File: config.mk
export PLATFORM = sky130hd
export DESIGN_NAME = fwd_hazard_unit
export DESIGN_NICKNAME = d
export VERILOG_FILES = /design/src/rtl/fwd_hazard_unit.sv
export SDC_FILE = /design/constraint.sdc
export NUM_CORES = 1
export LEC_CHECK = 0
export CORE_MARGIN = 2
export CORE_UTILIZATION = 50
export CTS_CLUSTER_SIZE = 25
export DETAILED_ROUTE_END_ITERATION = 7
export HOLD_SLACK_MARGIN = 0.1
export MAX_ROUTING_LAYER = met4
export PLACE_DENSITY = 0.87
export SLEW_MARGIN = 20
export SYNTH_ARGS = -nofsm -noshare
export SYNTH_HDL_FRONTEND = slang
export SYNTH_SLANG_ARGS = --single-unit
File: constraint.sdc
create_clock -name clk -period 3 [get_ports clk]
set_input_delay 0.45 -clock clk [delete_from_list [all_inputs] [get_ports clk]]
set_output_delay 0.45 -clock clk [all_outputs]
set_load 0.02 [all_outputs]
File: src/rtl/fwd_hazard_unit.sv
// Forwarding-select and load-use hazard control for the 16-bit 5-stage pipeline.
// A shadow pipeline of destination tags picks the youngest in-flight producer for each EX operand.
module fwd_hazard_unit #(
  parameter int unsigned REG_AW = 4,
  parameter int unsigned CNT_W  = 16
) (
  input  logic              clk,
  input  logic              rst_n,
  input  logic              id_valid,
  input  logic [REG_AW-1:0] id_rs,
  input  logic [REG_AW-1:0] id_rt,
  input  logic              id_rs_used,
  input  logic              id_rt_used,
  input  logic              id_use_imm,
  input  logic [REG_AW-1:0] id_rd,
  input  logic              id_wr_en,
  input  logic              id_is_load,
  input  logic              flush,
  output logic              stall,
  output logic              ex_valid,
  output logic [2:0]        sel_a,
  output logic [2:0]        sel_b,
  output logic [CNT_W-1:0]  stall_cnt
);

  typedef enum logic [2:0] {
    SEL_RF  = 3'd0,
    SEL_EXM = 3'd1,
    SEL_MWB = 3'd2,
    SEL_WBR = 3'd3,
    SEL_IMM = 3'd4
  } sel_e;

  // The load flag only matters while the producer sits in EX, so later slots drop it.
  logic              ex_v_q,  ex_we_q, ex_ld_q;
  logic [REG_AW-1:0] ex_rd_q;
  logic              mem_v_q, mem_we_q;
  logic [REG_AW-1:0] mem_rd_q;
  logic              wb_v_q,  wb_we_q;
  logic [REG_AW-1:0] wb_rd_q;

  logic              ex_valid_q;
  sel_e              sel_a_q, sel_b_q;
  logic [CNT_W-1:0]  stall_cnt_q;

  sel_e              sel_a_d, sel_b_d;
  logic              ex_hit_a, ex_hit_b;
  logic              issue;

  function automatic logic slot_match(input logic v, input logic we,
                                      input logic [REG_AW-1:0] rd,
                                      input logic [REG_AW-1:0] r);
    return v && we && (rd == r) && (r != '0);
  endfunction

  function automatic sel_e pick_src(input logic used, input logic [REG_AW-1:0] r,
                                    input logic ex_v, input logic ex_we, input logic [REG_AW-1:0] ex_rd,
                                    input logic mem_v, input logic mem_we, input logic [REG_AW-1:0] mem_rd,
                                    input logic wb_v, input logic wb_we, input logic [REG_AW-1:0] wb_rd);
    if (!used || r == '0)                       return SEL_RF;
    else if (slot_match(ex_v, ex_we, ex_rd, r))    return SEL_EXM;
    else if (slot_match(mem_v, mem_we, mem_rd, r)) return SEL_MWB;
    else if (slot_match(wb_v, wb_we, wb_rd, r))    return SEL_WBR;
    else                                           return SEL_RF;
  endfunction

  always_comb begin
    ex_hit_a = id_rs_used && slot_match(ex_v_q, ex_we_q, ex_rd_q, id_rs);
    ex_hit_b = id_rt_used && slot_match(ex_v_q, ex_we_q, ex_rd_q, id_rt);
    stall    = id_valid && !flush && ex_ld_q && (ex_hit_a || ex_hit_b);
    issue    = id_valid && !flush && !stall;
    sel_a_d  = pick_src(id_rs_used, id_rs, ex_v_q, ex_we_q, ex_rd_q,
                        mem_v_q, mem_we_q, mem_rd_q, wb_v_q, wb_we_q, wb_rd_q);
    sel_b_d  = id_use_imm ? SEL_IMM :
               pick_src(id_rt_used, id_rt, ex_v_q, ex_we_q, ex_rd_q,
                        mem_v_q, mem_we_q, mem_rd_q, wb_v_q, wb_we_q, wb_rd_q);
  end

  always_ff @(posedge clk) begin
    if (!rst_n) begin
      ex_v_q      <= 1'b0;
      ex_we_q     <= 1'b0;
      ex_ld_q     <= 1'b0;
      ex_rd_q     <= '0;
      mem_v_q     <= 1'b0;
      mem_we_q    <= 1'b0;
      mem_rd_q    <= '0;
      wb_v_q      <= 1'b0;
      wb_we_q     <= 1'b0;
      wb_rd_q     <= '0;
      ex_valid_q  <= 1'b0;
      sel_a_q     <= SEL_RF;
      sel_b_q     <= SEL_RF;
      stall_cnt_q <= '0;
    end else begin
      wb_v_q   <= mem_v_q;
      wb_we_q  <= mem_we_q;
      wb_rd_q  <= mem_rd_q;
      mem_v_q  <= ex_v_q;
      mem_we_q <= ex_we_q;
      mem_rd_q <= ex_rd_q;
      if (issue) begin
        ex_v_q     <= 1'b1;
        ex_rd_q    <= id_rd;
        ex_we_q    <= id_wr_en;
        ex_ld_q    <= id_is_load;
        ex_valid_q <= 1'b1;
        sel_a_q    <= sel_a_d;
        sel_b_q    <= sel_b_d;
      end else begin
        // Bubble: clearing we/ld too keeps a dead slot from ever matching or stalling.
        ex_v_q     <= 1'b0;
        ex_we_q    <= 1'b0;
        ex_ld_q    <= 1'b0;
        ex_valid_q <= 1'b0;
        sel_a_q    <= SEL_RF;
        sel_b_q    <= SEL_RF;
      end
      if (stall && stall_cnt_q != '1)
        stall_cnt_q <= stall_cnt_q + 1'b1;
    end
  end

  assign ex_valid  = ex_valid_q;
  assign sel_a     = sel_a_q;
  assign sel_b     = sel_b_q;
  assign stall_cnt = stall_cnt_q;

endmodule

==> results.md <==
- Power share of the clock group: 40.0%
- Die Area: 4690 um^2
- Sw frac: 22.5%
- CP Max Fanout: 3
- Largest net degree at the start of global routing: 22
- Core Region: 4000 um^2
- Total negative setup slack: 0 ps
- Vias in the first global route: 1635
- DIE WIDTH: 68.5 um
- Most common cell after layout, fill and taps aside: clkdlybuf4s50_1
- Initial antenna violation count: 0
- Share of the synthesized area in the top cell type: 38.5%
- Synth area leaders: dfxtp_1 (39%), xor2_1 (5.1%), or4_1 (4.0%), and2_1 (3.9%), xnor2_1 (3.8%)
- Placed cell area: 2590 um^2
- Max VDD drop: 0.360 mV
- Worst Skew: 4.87 ps
- First-pass GRT wire length: 7590 um
- Seq/Total Area, Yosys: 38.5%
- Setup Crit Path Kind: input pin to output pin
- Root buffer cell: clkbuf_8
- R2R Path Start: ex_rd_q[1]
- Iteration-0 DRC Markers: 134
- Nets: 306
- Fin. Hold Viols: 0
- Critical Path AT: 2320 ps
- Run status: complete, no violations
- Top delay family on crit path: buffers and inverters
- Mapped Area: 2080 um^2
- Share of cells above drive strength 1: 11.9%
- CTS tree: built
- Synth warnings: 0
- Hold endpoint: wb_v_q
- FMAX: 361 MHz
- Slew of the pin with the lowest slew margin: 983 ps
- Flop pwr share: 50.2%
- Grt met2 use: 33.8%
- Critical path launch point type: input pin
- Pre-antenna DRT Iters: 4
- Tmin final: 2770 ps
- Grt total ovfl: 0
- Hold path depth: 1
- Final Max Slew Viols: 0
- CP Capture Type: output pin
- Drt drc: 0
- Max transition margin: 34.2%
- FF+latch count, synth: 40
- CTS max path bufs: 2
- Total Routing Usage GR: 22.3%
- Number of max-cap violations: 0
- DRT antenna net count: 0
- Synth Instances: 233
- Synth area leader: dfxtp_1
- Buf/Inv on CP: 3
- P_sw: 0.244 mW
- Synthesized net count: 255
- Io pins: 45
- Worst path cell trace: clkdlybuf4s50_1 > xor2_1 > or4_4 > nor3_4 > o21ai_2 > inv_1 > dlygate4sd2_1
- CP max stage cell: or4_4
- H-tree Lvls: 2
- GP Congestion: 0.859
- Syn Area/Cell: 8.92 um^2
- Worst endpoint required time: 2550 ps
- Hold-fix buffers, CTS: 0
- Distinct cell type count after synthesis: 45
- FF-to-FF End: stall_cnt[9]
- CP max stage delay: 540 ps
- Chip height: 68.5 um
- Number of gates resized after CTS: 1
- Syn-to-layout area delta: 30.0%
- RSZ-0062 raised after global routing: false
- Final instance area: 2700 um^2
- Row cnt: 23
- Final worst-path cycle share: 92.5%
- Power per cell area: 402 nW/um^2
- Hold wc startpoint: mem_v_q
- Post-CTS Setup Bufs: 0
- Initial Util: 52.0%
- Diodes inserted: 0
- Met3 Use GR: 3.62%
- Routed wire length: 4650 um
- Final setup viols: 0
- GRT busiest layer: met2
- Total power draw: 1.09 mW
- Reg clk slew, reported paths: 70 ps
- Combinational fraction of design power: 9.8%
- Dpl hpwl: 3530 um
- HP Class: flip-flop to flip-flop
- Leak pwr: 0.976 nW
- CTS sink count: 40
- Pint: 0.842 mW
- Via count: 1857
- Routed len/inst: 13.9 um
- Vias per cell: 5.54
- Reg2reg setup slack: 540 ps
- Worst-skew pair later-pin latency: 290 ps
- R2r worst-path depth: 7
- Grt met1 use: 30.1%
- Num CTS Buffers: 5
- I/O Buffers: 43
- Most frequent cells in the layout: clkdlybuf4s50_1 (42), dfxtp_1 (40), buf_4 (16)
routing by layer:
metal,part of all wire (%),vias up,wire (um)
li1,-,942,-
met1,47,864,2180
met2,47,45,2210
met3,4.3,6,201
met4,1.3,0,61
met5,0,-,0
cell families (layout without fill, tap and decap cells):
kind of cell / count (synthesis) / in the layout / share of synthesized area, %
AOI/OAI and AO/OA: 45 / 45 / 14.3
xor gates and xnor gates: 22 / 22 / 9.63
adders and majority gates: 1 / 1 / 0.602
buffers and inverters: 21 / 73 / 6.14
DFF: 40 / 40 / 38.5
muxes: 2 / 2 / 0.963
other: 1 / 1 / 0.180
and+or+nand+nor: 101 / 101 / 29.6
power groups by stage:
stage | combinational [mW] | clock (mW) | sequential [mW]
after global placement | 0.104 | 0 | 0.558
after CTS | 0.106 | 0.440 | 0.546
final | 0.106 | 0.434 | 0.545
after detailed placement | 0.105 | 0 | 0.558
after floorplan | 0.0621 | 0 | 0.557
after global routing | 0.116 | 0.465 | 0.547
final cells by class:
| cell class | count | area [um^2] |
|---|---|---|
| clock inverters | 3 | 42.5 |
| inverters | 6 | 22.5 |
| flip-flops and latches | 40 | 801 |
| well taps | 50 | 62.6 |
| multi-input cells | 172 | 1160 |
| fillers | 307 | 1300 |
| repair buffers | 59 | 549 |
| clock buffers | 5 | 68.8 |
cells in the mapped netlist (all sizes together):
cell type and number:
or3 7, and2 14, nand2b 5, nor3 11, nand4 5, xor2 13, ha 1, mux2i 2
a21oi 14, or2 1, clkinv 1, or3b 1, and3 8, o31a 2, nor2 3, nor4 8
a21boi 4, o211ai 3, clkbuf 6, o31ai 8, o21ai 6, nand3 8, a2111oi 1, inv 5
o41ai 1, nand2 15, conb 1, xnor2 9, nor3b 1, or4 12, nor4b 1, buf 9
dfxtp 40, o21a 6, nor2b 1
flip-flops by register name, indices dropped and copies added (netlist names):
| name | count |
|---|---|
| wb_rd_q | 4 |
| wb_we_q | 1 |
| ex_ld_q | 1 |
| mem_v_q | 1 |
| ex_we_q | 1 |
| stall_cnt | 16 |
| ex_valid | 1 |
| sel_b | 3 |
| mem_we_q | 1 |
| wb_v_q | 1 |
| ex_rd_q | 4 |
| sel_a | 2 |
| mem_rd_q | 4 |
worst register-to-register path, delay by kind of cell (launching register included):
kind	cells	cell delay [ps]
DFF	1	380
xor gates and xnor gates	1	190
AOI/OAI and AO/OA	1	160
buffers and inverters	1	150
and+or+nand+nor	4	1510
how the worst max path moves through the flow:
stage,startpoint,endpoint,slack (ps),cells after the start
after floorplan,id_rs[0],stall_cnt[6],630,8
after global placement,id_rs[0],stall,-50,7
after detailed placement,id_rs[1],stall_cnt[11],-70,9
after CTS,id_rs[0],stall,210,7
after global routing,id_rs[1],stall_cnt[11],60,9
final,id_rs[0],stall,230,7
through the flow:
| step | hold slack [ps] | setup WS (ps) | util, % | std cells |
|---|---|---|---|---|
| 2_1_floorplan | 430 | 627 | - | 233 |
| 6_report | 458 | 226 | 67.6 | 335 |
| 3_5_place_dp | 448 | -74.2 | 64.8 | 327 |
| 3_3_place_gp | 440 | -47.8 | 64.8 | 327 |
| 5_1_grt | 485 | 59.7 | 67.6 | 335 |
| 4_1_cts | 466 | 215 | 67.6 | 335 |
Power figures use the tool's default switching activity.
